## config.mk

```make
export PLATFORM = sky130hd
export DESIGN_NAME = fifo_axis_rd_port
export DESIGN_NICKNAME = d
export VERILOG_FILES = /design/src/rtl/fifo_axis_rd_port.sv
export SDC_FILE = /design/constraint.sdc
export NUM_CORES = 1
export LEC_CHECK = 0
export ABC_CLOCK_PERIOD_IN_PS = 3400
export CAP_MARGIN = 10
export CORE_MARGIN = 2
export CORE_UTILIZATION = 38
export CTS_BUF_LIST = sky130_fd_sc_hd__clkbuf_4
export DETAILED_ROUTE_END_ITERATION = 12
export PLACE_DENSITY = 0.65
export SYNTH_ARGS = -nofsm -noshare
export SYNTH_HDL_FRONTEND = slang
export SYNTH_SLANG_ARGS = --single-unit
export TNS_END_PERCENT = 20
```

## constraint.sdc

```tcl
create_clock -name clk -period 3.4 [get_ports clk]
set_input_delay 0.68 -clock clk [delete_from_list [all_inputs] [get_ports clk]]
set_output_delay 0.68 -clock clk [all_outputs]
set_load 0.005 [all_outputs]
```

## src/rtl/fifo_axis_rd_port.sv

```systemverilog
// fifo_axis_rd_port
//   Read-side AXI-Stream master port of the FIFO. Requests words from the
//   read pointer block while the FIFO is non-empty and local buffer credit
//   exists, captures RAM read data RD_LAT cycles later into a small output
//   buffer, and presents it on m_axis_* with full backpressure support.
//   Sustains one beat per cycle while m_axis_tready is held high.
//
// Parameters
//   DLEN    data width (RAM word = tdata)
//   RD_LAT  RAM read latency from o_ren to valid i_ram_rdata (1 or 2)
//
// Ports
//   clk            clock
//   rstn           asynchronous active-low reset
//   i_rempty       FIFO empty flag from the read pointer block
//   o_ren          read request to the pointer block (never while i_rempty)
//   i_ram_rdata    RAM read data, valid RD_LAT cycles after an o_ren
//   m_axis_tvalid  output beat valid
//   m_axis_tdata   output beat data
//   m_axis_tready  downstream ready
//   o_level        words currently held in the output buffer (0..DEPTH)
module fifo_axis_rd_port #(
  parameter int unsigned DLEN   = 32,
  parameter int unsigned RD_LAT = 1
) (
  input  logic            clk,
  input  logic            rstn,
  input  logic            i_rempty,
  output logic            o_ren,
  input  logic [DLEN-1:0] i_ram_rdata,
  output logic            m_axis_tvalid,
  output logic [DLEN-1:0] m_axis_tdata,
  input  logic            m_axis_tready,
  output logic [1:0]      o_level
);

  // One slot per possible in-flight read plus one being presented, which
  // is exactly what full-rate streaming needs.
  localparam int unsigned DEPTH = RD_LAT + 1;

  logic [DLEN-1:0]   buf_q [DEPTH];
  logic [DLEN-1:0]   buf_d [DEPTH];
  logic [1:0]        count_q;
  logic [1:0]        count_d;
  logic [RD_LAT-1:0] infl_q;
  logic [RD_LAT-1:0] infl_d;
  logic              tvalid_q;

  logic              pop;
  logic              ret;
  logic [2:0]        outstanding;
  logic              credit;
  logic [1:0]        wr_slot;

  assign pop = tvalid_q & m_axis_tready;
  assign ret = infl_q[RD_LAT-1];

  // Credit counts buffered words plus reads still in the RAM pipe, so the
  // buffer can never be overrun by returning data. A pop in this cycle
  // frees a slot immediately, which keeps the stream gap-free.
  always_comb begin
    outstanding = {1'b0, count_q};
    for (int unsigned i = 0; i < RD_LAT; i++) begin
      outstanding = outstanding + {2'b00, infl_q[i]};
    end
    credit = (outstanding - {2'b00, pop}) < 3'(DEPTH);
  end

  assign o_ren = rstn & ~i_rempty & credit;

  always_comb begin
    infl_d    = infl_q << 1;
    infl_d[0] = o_ren;
  end

  // Pop shifts toward the head first; the returning word then lands in the
  // first free slot after that shift, so pop+ret together keeps order.
  always_comb begin
    for (int unsigned i = 0; i < DEPTH; i++) begin
      buf_d[i] = buf_q[i];
    end
    if (pop) begin
      for (int unsigned i = 0; i + 1 < DEPTH; i++) begin
        buf_d[i] = buf_q[i+1];
      end
    end
    wr_slot = count_q - {1'b0, pop};
    if (ret) begin
      for (int unsigned i = 0; i < DEPTH; i++) begin
        if (wr_slot == 2'(i)) begin
          buf_d[i] = i_ram_rdata;
        end
      end
    end
    count_d = count_q + {1'b0, ret} - {1'b0, pop};
  end

  always_ff @(posedge clk or negedge rstn) begin
    if (!rstn) begin
      for (int unsigned i = 0; i < DEPTH; i++) begin
        buf_q[i] <= '0;
      end
      count_q  <= '0;
      infl_q   <= '0;
      tvalid_q <= 1'b0;
    end else begin
      for (int unsigned i = 0; i < DEPTH; i++) begin
        buf_q[i] <= buf_d[i];
      end
      count_q  <= count_d;
      infl_q   <= infl_d;
      tvalid_q <= (count_d != '0);
    end
  end

  assign m_axis_tvalid = tvalid_q;
  assign m_axis_tdata  = buf_q[0];
  assign o_level       = count_q;

  // A return into a full buffer with no pop would mean the credit logic
  // has been broken: that word would be dropped.
  always_ff @(posedge clk) begin
    if (rstn) begin
      assert (!(ret && !pop && (count_q == 2'(DEPTH))))
        else $error("fifo_axis_rd_port: read data returned into full buffer");
    end
  end

endmodule
```

==> results of run 1 <==
-- what timing repair did --
item                                    in CTS  in global routing
pin swaps                                    2                  2
setup buffers                                0                  1
gates resized for setup                      5                  4
endpoints found under the hold margin        0                  0
endpoints found under the setup margin       1                  1
-- worst max-delay path by stage --
stage	start	endpoint	slack, ns	depth (start not counted)
final	infl_q$_DFF_PN0_	o_ren	0.35	6
after global routing	infl_q$_DFF_PN0_	o_ren	0.19	6
after CTS	m_axis_tready	o_ren	0.01	8
after detailed placement	m_axis_tready	o_ren	-0.47	8
after global placement	m_axis_tready	o_ren	-0.46	8
after floorplan	m_axis_tready	o_ren	0.32	7
-- critical path: stages, from the launching register on --
cell and delay [ns]:
dfrtp_1 0.45, or2_2 0.33, nand2_1 0.07, ha_2 0.17, fa_2 0.47, nor4b_4 0.32
buf_2 0.16
-- area by class of cell --
| class | instances | share of cell area (%) |
|---|---|---|
| well taps | 108 | 3.25 |
| inverters | 1 | 0.0902 |
| repair buffers | 81 | 19.1 |
| clock buffers | 9 | 1.62 |
| flip-flops and latches | 68 | 40.9 |
| multi-input cells | 110 | 32.3 |
| clock inverters | 7 | 2.77 |
-- synth_stat cells (all sizes together) --
cell	number	area (um2)
buf	42	357
o21ai	1	16.3
xor2	1	8.76
fa	1	20.0
nor4b	1	8.76
or2	2	12.5
xnor2	1	8.76
nor3	1	10.0
nand2	3	18.8
inv	1	3.75
dfrtp	68	1700
ha	1	12.5
and3	2	12.5
mux2	96	1190
-- power groups by stage --
| stage | Combinational, mW | Clock, mW | Sequential (mW) |
|---|---|---|---|
| global route | 1.44 | 0.723 | 1.41 |
| floorplan | 1.02 | 0 | 1.32 |
| finish | 1.32 | 0.664 | 1.35 |
| detailed placement | 1.32 | 0 | 1.38 |
| CTS | 1.33 | 0.690 | 1.36 |
| global placement | 1.27 | 0 | 1.37 |
-- cell usage in the layout (no fill, tap or decap), types with 2 or more instances in the layout --
cell / netlist / routed
clkinv_2: 0 / 2
mux2_1: 61 / 61
mux2_4: 30 / 30
buf_4: 32 / 10
clkdlybuf4s50_1: 0 / 68
nand2_1: 2 / 2
clkbuf_4: 0 / 9
clkinvlp_4: 0 / 2
bufinv_16: 0 / 3
dfrtp_1: 68 / 68
or2_2: 2 / 2
mux2_2: 5 / 5
-- state kept, by name, summed over array words and instances, names as in the netlist --
signal / count
buf_q: 32
infl_q: 1
m_axis_tdata: 32
m_axis_tvalid: 1
o_level: 2
-- layer usage --
metal | share of wire [%] | vias to the layer above | wire length (um)
li1 | - | 836 | -
met5 | 0 | - | 0
met2 | 49 | 42 | 2850
met4 | 1.5 | 0 | 84
met1 | 44 | 911 | 2520
met3 | 5.5 | 6 | 319
-- kinds of logic after synthesis --
logic type,Yosys count
compound gates,1
xor+xnor,2
fa+ha+maj,2
buf+inv,43
flops,68
mux,96
simple gates,9
-- through the flow --
| stage | cell area, um2 | total power [mW] | setup TNS, ns | hold slack [ns] |
|---|---|---|---|---|
| after detailed placement | 3950 | 2.70 | -0.470 | 0.474 |
| after CTS | 4140 | 3.38 | 0 | 0.498 |
| after global placement | 3950 | 2.64 | -0.460 | 0.466 |
| final | 4160 | 3.34 | 0 | 0.493 |
| after floorplan | 3380 | 2.34 | 0 | 0.384 |
| after global routing | 4160 | 3.57 | 0 | 0.506 |
==> impl_summary.md, run 1 <==
Status
The flow ran to the end, and the final reports show no timing, DRC or antenna violations.

Power
Dividing total power by cell area gives a power density of 803 nW/um2. The switching part of the total is 26.6%. Per report_power, the clock group accounts for 19.9% of the total. The share of total power dissipated in sequential elements is 40.5%. The net switching component of the power is 890 uW. VDD sags by at most 0.316 mV. Internal power comes to 2.45 mW.

The cell leakage power is 1.91 nW. The combinational share of power is 39.6%.

Synthesis
The number of nets in the synthesized netlist is 259. The post-synthesis compound-gate area fraction is 0.481%. The area fraction in and, or, nand and nor cells after synthesis is 1.85%. Averaged over all synthesized cells, the footprint is 15.3 um2.

Synthesis produced a netlist whose cell count is 221. Sequential elements use 50.3% of the synthesized area. Yosys printed 0 warnings. The number of synthesized register bits is 68. The dominant combinational cell family by area after synthesis is multiplexers. The multiplexer share of the synthesized area is 35.3%. Summing the areas of all fa, ha and maj instances in the mapped netlist gives 0.961% of the synthesized area. The number of different library cells used by synthesis comes to 20. The mapped netlist covers 3380 um2. The post-synthesis share of cell area spent on xor and xnor gates is 0.518%.

Detailed routing
The total DRC errors in the routed layout is 0. Dividing the detail-routed via count by the number of cells gives 4.67. The remaining antenna violation count is 0. Summed over all layers, the routed wires come to 5770 um. The first detailed-routing pass took 4 iterations. The detailed-route wire length per cell is 15.0 um. The total number of vias is 1795. The number of violations reported at the end of detailed-routing iteration 0 is 21.

STA
The slew at the pin closest to its max-slew limit is 0.847 ns. Setup repair after global routing left no endpoint under its margin. Subtracting the final worst setup slack from the clock period gives 3.05 ns. The worst max-slew margin expressed relative to the limit is 43.5%.

Derived from the worst setup path, the maximum achievable clock frequency is 328 MHz. Setup violations remaining at the end of the flow were counted as 0. The worst path meets setup with 0.349 ns of slack. The setup clock skew after layout is 0.0165 ns. The final number of hold-violating endpoints is 0. The final count of pins violating max slew is 0. Of the available clock period, the critical path in the final layout requires 89.7%.

Layout
The final layout net count is 309. The layout has 794 filler cells. The utilization after layout is 47.9%. The number of diodes added for antenna fixing is 0. The count of non-filler cells in the finished layout is 384.

The area of the multi-input gates is 1340 um2. From synthesis to final layout, the design area changed by 22.9%. The share of layout cells above drive strength 1 is 26.4%. The sequential cells in the finished layout cover a total of 1700 um2.

Place
In this run the tool buffered the top-level ports with 71 buffer cells. The cell count after placement is 367. OpenSTA, run right after detailed placement, puts the worst setup slack at -0.470 ns. At the end of routability-driven placement, the weighted congestion stood at 0.670.

The HPWL after detailed placement is 4040 um.

Clocking
The H-tree depth reported by CTS is 3. In this run, post-CTS hold repair placed 0 buffers. The number of sinks handled by clock tree synthesis is 68. The insertion delay to the later sink of the worst-skew pair is 0.40 ns. TritonCTS built the clock tree. The clock passes through at most 2 buffers. The cell chosen for the clock root is clkbuf_4. Counting the buffers created by CTS gives 9. Clock-pin slew was measured on the worst setup and hold paths at 0.12 ns.

Worst setup path
The worst register-to-register path begins at infl_q$_DFF_PN0_. In this run the worst path has a maximum fanout of 4. The number of cells on the worst reg-to-reg path is 6. STA classifies the critical path startpoint as a flop.

The worst-case register-to-register setup slack is 1.39 ns. For the worst setup path, the data arrival time is 2.37 ns. The type of destination of the critical path is a primary output. The critical path class is reg2out.

The worst register-to-register path ends at infl_q$_DFF_PN0_. Data on the critical path is required at its endpoint by 2.72 ns.

Global route
Entering global routing, the biggest net connects 69 pins. The global router's overall resource usage is 12.8%. Global routing consumed, on the met3 layer, 4.87% of the routing resources. The leftover overflow at the end of global routing is 0.

The number of global-route vias before repair came to 1954. The first-pass GRT wire length is 9650 um. The global routing stage identified its most utilized layer as met2.

The initial antenna violation count was 0. For met2 alone, demand over resource in global routing was 20.7%. For met1 alone, demand over resource in global routing was 15.6%.

Hold path
For hold timing, the worst endpoint is buf_q[27]$_DFFE_PN0P_. The source of the worst hold timing path is buf_q[27]$_DFFE_PN0P_. Counting instances, the worst hold path has a depth of 1. The tightest min-delay check is of the reg2reg type.

Die
The y dimension of the die is 98.4 um. The total area inside the core boundary comes to 8680 um2. The area enclosed by the die boundary is 9680 um2.

The number of top-level design ports is 72. The standard-cell row count is 34. Once the floorplan was initialized, standard cells occupied 39.0% of the core. In this run the horizontal extent of the chip is 98.4 um.

Run
The max-capacitance violation count is 0.
No activity file was read; power rests on OpenSTA's default activity.
==> inputs of run 2 (changes only) <==
- CAP_MARGIN: 10 -> 15
==> results of run 2 <==
The final DEF is identical to that of run 1; final timing and power are the same.
==> inputs of run 3 (changes only) <==
- ABC_CLOCK_PERIOD_IN_PS: 3400 -> not set
==> results of run 3 <==
The final DEF is identical to that of run 1; final timing and power are the same.
